File: config.mk
export PLATFORM = sky130hd
export DESIGN_NAME = mux_arbiter
export DESIGN_NICKNAME = d
export VERILOG_FILES = /design/src/rtl/mux_arbiter_pkg.sv /design/src/rtl/mux2to1.sv /design/src/rtl/mux_arbiter.sv
export SDC_FILE = /design/constraint.sdc
export NUM_CORES = 1
export LEC_CHECK = 0
export CORE_UTILIZATION = 40
export DETAILED_ROUTE_END_ITERATION = 6
export PLACE_DENSITY = 0.67
export SLEW_MARGIN = 20
export SYNTH_ARGS = -nofsm -noshare
export SYNTH_HDL_FRONTEND = slang
export SYNTH_SLANG_ARGS = --single-unit
File: constraint.sdc
create_clock -name clock -period 4.4 [get_ports clock]
set_input_delay 0.88 -clock clock [delete_from_list [all_inputs] [get_ports clock]]
set_output_delay 0.88 -clock clock [all_outputs]
set_load 0.02 [all_outputs]
File: src/rtl/mux_arbiter_pkg.sv
// Shared types for the two-requester mux arbiter: FSM state encoding and
// mux select encoding.
package mux_arbiter_pkg;

    typedef enum logic [1:0] {
        IDLE  = 2'd0,
        OWN_A = 2'd1,
        OWN_B = 2'd2
    } state_t;

    localparam logic SEL_A = 1'b0;
    localparam logic SEL_B = 1'b1;

endpackage

File: src/rtl/mux2to1.sv
// Single-bit 2:1 multiplexer. SEL_A passes a and SEL_B passes b.
module mux2to1
    import mux_arbiter_pkg::*;
(
    input  logic a,
    input  logic b,
    input  logic sel,
    output logic y
);

    assign y = (sel == SEL_B) ? b : a;

endmodule

File: src/rtl/mux_arbiter.sv
// Two-requester arbiter with a bounded hold time, driving a registered
// per-bit mux data path.
module mux_arbiter
    import mux_arbiter_pkg::*;
#(
    parameter int DATA_W   = 8,
    parameter int MAX_HOLD = 4
)
(
    input  logic              clock,
    input  logic              reset,
    input  logic              req_a,
    input  logic              req_b,
    input  logic [DATA_W-1:0] ain,
    input  logic [DATA_W-1:0] bin,
    output logic              gnt_a,
    output logic              gnt_b,
    output logic              select,
    output logic [DATA_W-1:0] out,
    output logic              out_valid,
    output logic [7:0]        switch_cnt
);

    localparam logic [7:0] HOLD_LAST = 8'(MAX_HOLD - 1);

    state_t              state_r;
    state_t              next_s;
    state_t              last_r;
    logic [7:0]          hold_r;
    logic                gnt_a_r;
    logic                gnt_b_r;
    logic                select_r;
    logic                sel_next_s;
    logic [DATA_W-1:0]   out_r;
    logic                out_valid_r;
    logic [7:0]          switch_cnt_r;
    logic [DATA_W-1:0]   mux_s;
    logic                enter_s;
    logic                load_s;

    // Next-state and next-select decode
    always_comb begin
        next_s     = state_r;
        sel_next_s = select_r;
        case (state_r)
            IDLE: begin
                if (req_a && req_b) begin
                    if (last_r == OWN_A) begin
                        next_s = OWN_B;
                    end else begin
                        next_s = OWN_A;
                    end
                end else if (req_a) begin
                    next_s = OWN_A;
                end else if (req_b) begin
                    next_s = OWN_B;
                end else begin
                    next_s = IDLE;
                end
            end
            OWN_A: begin
                if (!req_a) begin
                    next_s = req_b ? OWN_B : IDLE;
                end else if (req_b && (hold_r == HOLD_LAST)) begin
                    next_s = OWN_B;
                end else begin
                    next_s = OWN_A;
                end
            end
            OWN_B: begin
                if (!req_b) begin
                    next_s = req_a ? OWN_A : IDLE;
                end else if (req_a && (hold_r == HOLD_LAST)) begin
                    next_s = OWN_A;
                end else begin
                    next_s = OWN_B;
                end
            end
            default: next_s = IDLE;
        endcase
        case (next_s)
            OWN_A:   sel_next_s = SEL_A;
            OWN_B:   sel_next_s = SEL_B;
            default: sel_next_s = select_r;
        endcase
    end

    assign enter_s = (next_s != state_r) && (next_s != IDLE);
    assign load_s  = (gnt_a_r && req_a) || (gnt_b_r && req_b);

    genvar gi;
    generate
        for (gi = 0; gi < DATA_W; gi++) begin : g_bit
            mux2to1 u_mux (
                .a   (ain[gi]),
                .b   (bin[gi]),
                .sel (select_r),
                .y   (mux_s[gi])
            );
        end
    endgenerate

    // State, grant, select, counters and data registers
    always_ff @(posedge clock) begin
        if (reset) begin
            state_r      <= IDLE;
            last_r       <= OWN_B;
            hold_r       <= 8'd0;
            gnt_a_r      <= 1'b0;
            gnt_b_r      <= 1'b0;
            select_r     <= SEL_A;
            out_r        <= '0;
            out_valid_r  <= 1'b0;
            switch_cnt_r <= 8'd0;
        end else begin
            state_r  <= next_s;
            gnt_a_r  <= (next_s == OWN_A);
            gnt_b_r  <= (next_s == OWN_B);
            select_r <= sel_next_s;
            if (enter_s) begin
                hold_r       <= 8'd0;
                last_r       <= next_s;
                switch_cnt_r <= switch_cnt_r + 8'd1;
            end else if (hold_r != HOLD_LAST) begin
                // Saturate so a late-arriving competitor still hits the limit
                hold_r <= hold_r + 8'd1;
            end else begin
                hold_r <= hold_r;
            end
            if (load_s) begin
                out_r <= mux_s;
            end else begin
                out_r <= out_r;
            end
            out_valid_r <= load_s;
        end
    end

    assign gnt_a      = gnt_a_r;
    assign gnt_b      = gnt_b_r;
    assign select     = select_r;
    assign out        = out_r;
    assign out_valid  = out_valid_r;
    assign switch_cnt = switch_cnt_r;

endmodule

==> flow_summary.json <==
{
  "status": "finished, final reports clean",
  "firstDrtPassIters": 4,
  "dr_total_vias": 1328,
  "leakagePower_nw": 0.7584,
  "syn_to_final_growth_pct": 31.43,
  "endpoint_kind": "flop",
  "power_density_nw_per_um2": 325.6,
  "grt_pass1_vias": 1288,
  "finalSetupViolCount": 0,
  "cts_tree": "done",
  "fin_crit_ps": 3300,
  "clock_sinks": 32,
  "chipHeight_um": 64.86,
  "hold_buffers": 0,
  "yosys_warnings": 0,
  "worstSetupPathType": "in2reg",
  "synth-edff-count": 0,
  "worst_pin_slew_ps": 578.9,
  "arrival_ps": 3460,
  "vias_per_cell": 5.312,
  "netlist_area_sq_um": 1580,
  "hold_path_class": "reg2reg",
  "std_cell_rows": 22,
  "slew_headroom_pct": 61.41,
  "drive_gt1_share_pct": 7.426,
  "initial_core_util_pct": 42.53,
  "dp_hpwl_mm": 2.435,
  "cts_resized": 0,
  "wl_met2_mm": 1.548,
  "drtIter0Drc": 65,
  "drt-total-wl_mm": 3.216,
  "grt_max_degree": 36,
  "nFillCells": 359,
  "cts-root-buf": "clkbuf_8",
  "startpoint_type": "input port",
  "drcViolationCount": 0,
  "final.period_utilization_pct": 75.00,
  "final_area_sq_um": 2077,
  "synth-seq-area-share_pct": 40.54,
  "coreArea_sq_um": 3716,
  "ys.flop_type": "dfxtp_1",
  "synth_seq_cells": 32,
  "fmax_ghz": 0.3030,
  "dr.max_layer_used": "met4",
  "track_usage_pct": 16.58,
  "place_inst": 242,
  "nets": 226,
  "post_cts_buffers": 0,
  "layout.cells.non_filler": 250,
  "cts_max_path_buffers": 2,
  "grt_pass1_wl_mm": 5.375,
  "ir_drop_mv": 0.2043,
  "io_buffers": 39,
  "path_max_fanout": 10,
  "pin_count": 40,
  "syn_nets": 189,
  "hold_viol_final": 0,
  "ant_nets": 0,
  "die-area_sq_um": 4206,
  "maxCapViolCount": 0,
  "die_x_um": 64.86,
  "tns_ps": 0,
  "multiInputGateArea_sq_um": 878.3,
  "antenna_found_initial": 0,
  "slew_viol_final": 0,
  "synth_area_per_cell_sq_um": 9.636,
  "syn_inst": 164,
  "async_flop_share_pct": 0,
  "h-tree-depth": 2,
  "wl_met3_um": 268,
  "wire_per_inst_um": 12.86,
  "required_ps": 4560,
  "cts_made_buffers": 5,
  "rsz0062_at_grt": "no",
  "antenna_cells": 0,
  "clkLatencyLatePin_ps": 280,
  "clkTransAtPathRegs_ps": 60,
  "overflow": 0,
  "wl_met1_mm": 1.371,
  "skew_ps": 4.061,
  "seq_area_sq_um": 640.6,
  "gp_congestion": 0.7993,
  "dpl_cell_area_sq_um": 1992,
  "yosysUniqueCellTypes": 41
}
## kinds of logic after synthesis
logic type,count (synthesis),share of synthesized area [%]
and+or+nand+nor,64,22.17
DFF,32,40.54
AOI/OAI and AO/OA,25,14.73
muxes,15,9.739
buffers and inverters,14,3.879
xor gates and xnor gates,9,4.988
adders and majority gates,5,3.959
## registers in the layout, summed over array words and instances (netlist names)
name	count
state_r	2
gnt_b	1
hold_r	8
out_valid	1
last_r	2
switch_cnt	8
out	8
select	1
gnt_a	1
## power by group
part	switching, mW	internal (mW)	total (mW)
sequential	0.0150	0.306	0.321
clock	0.0982	0.127	0.226
combinational	0.0633	0.0661	0.129
## routing by layer
| metal | global-route usage, % | up-vias |
|---|---|---|
| li1 | - | 658 |
| met1 | 18.21 | 616 |
| met2 | 28.65 | 50 |
| met3 | 7.570 | 4 |
| met4 | 4.167 | 0 |
| met5 | 0 | - |
## critical path: stages
cell	delay [ps]
clkdlybuf4s50_1	580
nand2b_1	140
o311ai_0	130
a311o_1	430
ha_1	290
a311oi_4	440
buf_4	250
nor2b_1	60
a211o_1	260
## final cells by class
cell class                 count  area share [%]
multi-input combinational    118           42.29
sequential                    32           30.84
timing repair buffer          40           18.92
clock buffer                   8           4.337
tap                           48           2.892
inverter                       4          0.7229
## worst paths after layout
check / slack (ps) / startpoint / cells past startpoint / end
max reg2reg: 1320 / hold_r[0] / 9 / last_r[1]
min reg2reg: 500 / last_r[0] / 2 / last_r[0]
min: 500 / last_r[0] / 2 / last_r[0]
max: 1100 / req_b / 9 / last_r[1]
## stage by stage
step                utilization [%]  total power, mW  hold slack, ps  setup slack, ps
floorplan                         -           0.4067           461.5             1667
detailed placement            53.60           0.4576           487.3            803.3
CTS                           56.03           0.6851           502.5             1099
finish                        55.89           0.6763           498.5             1100
global route                  55.89           0.7102           516.2            961.5
global placement              53.60           0.4543           484.8            973.0
## synthesized netlist by cell type, types with 3 or more instances
library cell | n | share of area [%]
dfxtp_1 | 32 | 41
nor2_1 | 24 | 5.7
mux2i_1 | 12 | 7.6
a211oi_1 | 8 | 3.8
nor2b_1 | 8 | 3.2
clkbuf_1 | 7 | 1.7
a21oi_1 | 5 | 1.6
ha_1 | 5 | 4.0
nand2_1 | 5 | 1.2
nand2b_1 | 5 | 2.0
xor2_1 | 5 | 2.8
nand4_1 | 4 | 1.6
xnor2_1 | 4 | 2.2
a31o_1 | 3 | 1.7
and3_1 | 3 | 1.2
inv_1 | 3 | 0.71
mux2_1 | 3 | 2.1
nand3_1 | 3 | 0.95
nor3_1 | 3 | 0.95
## layout by cell type, fill, tap and decap left out, types with 2 or more instances in the layout
cell type         n
clkbuf_1          2
nor3_1            3
a211oi_1          8
mux2_1            3
nand4_1           4
ha_1              5
xnor2_1           4
a31o_1            3
nor2b_1           8
xor2_1            5
a21oi_1           5
nand2b_1          5
nand3_1           3
nand2_1           5
clkbuf_8          6
inv_1             3
nor2_1           24
dfxtp_1          32
mux2i_1          12
clkdlybuf4s50_1  38
and3_1            3
(Power assumes the default switching activity.)
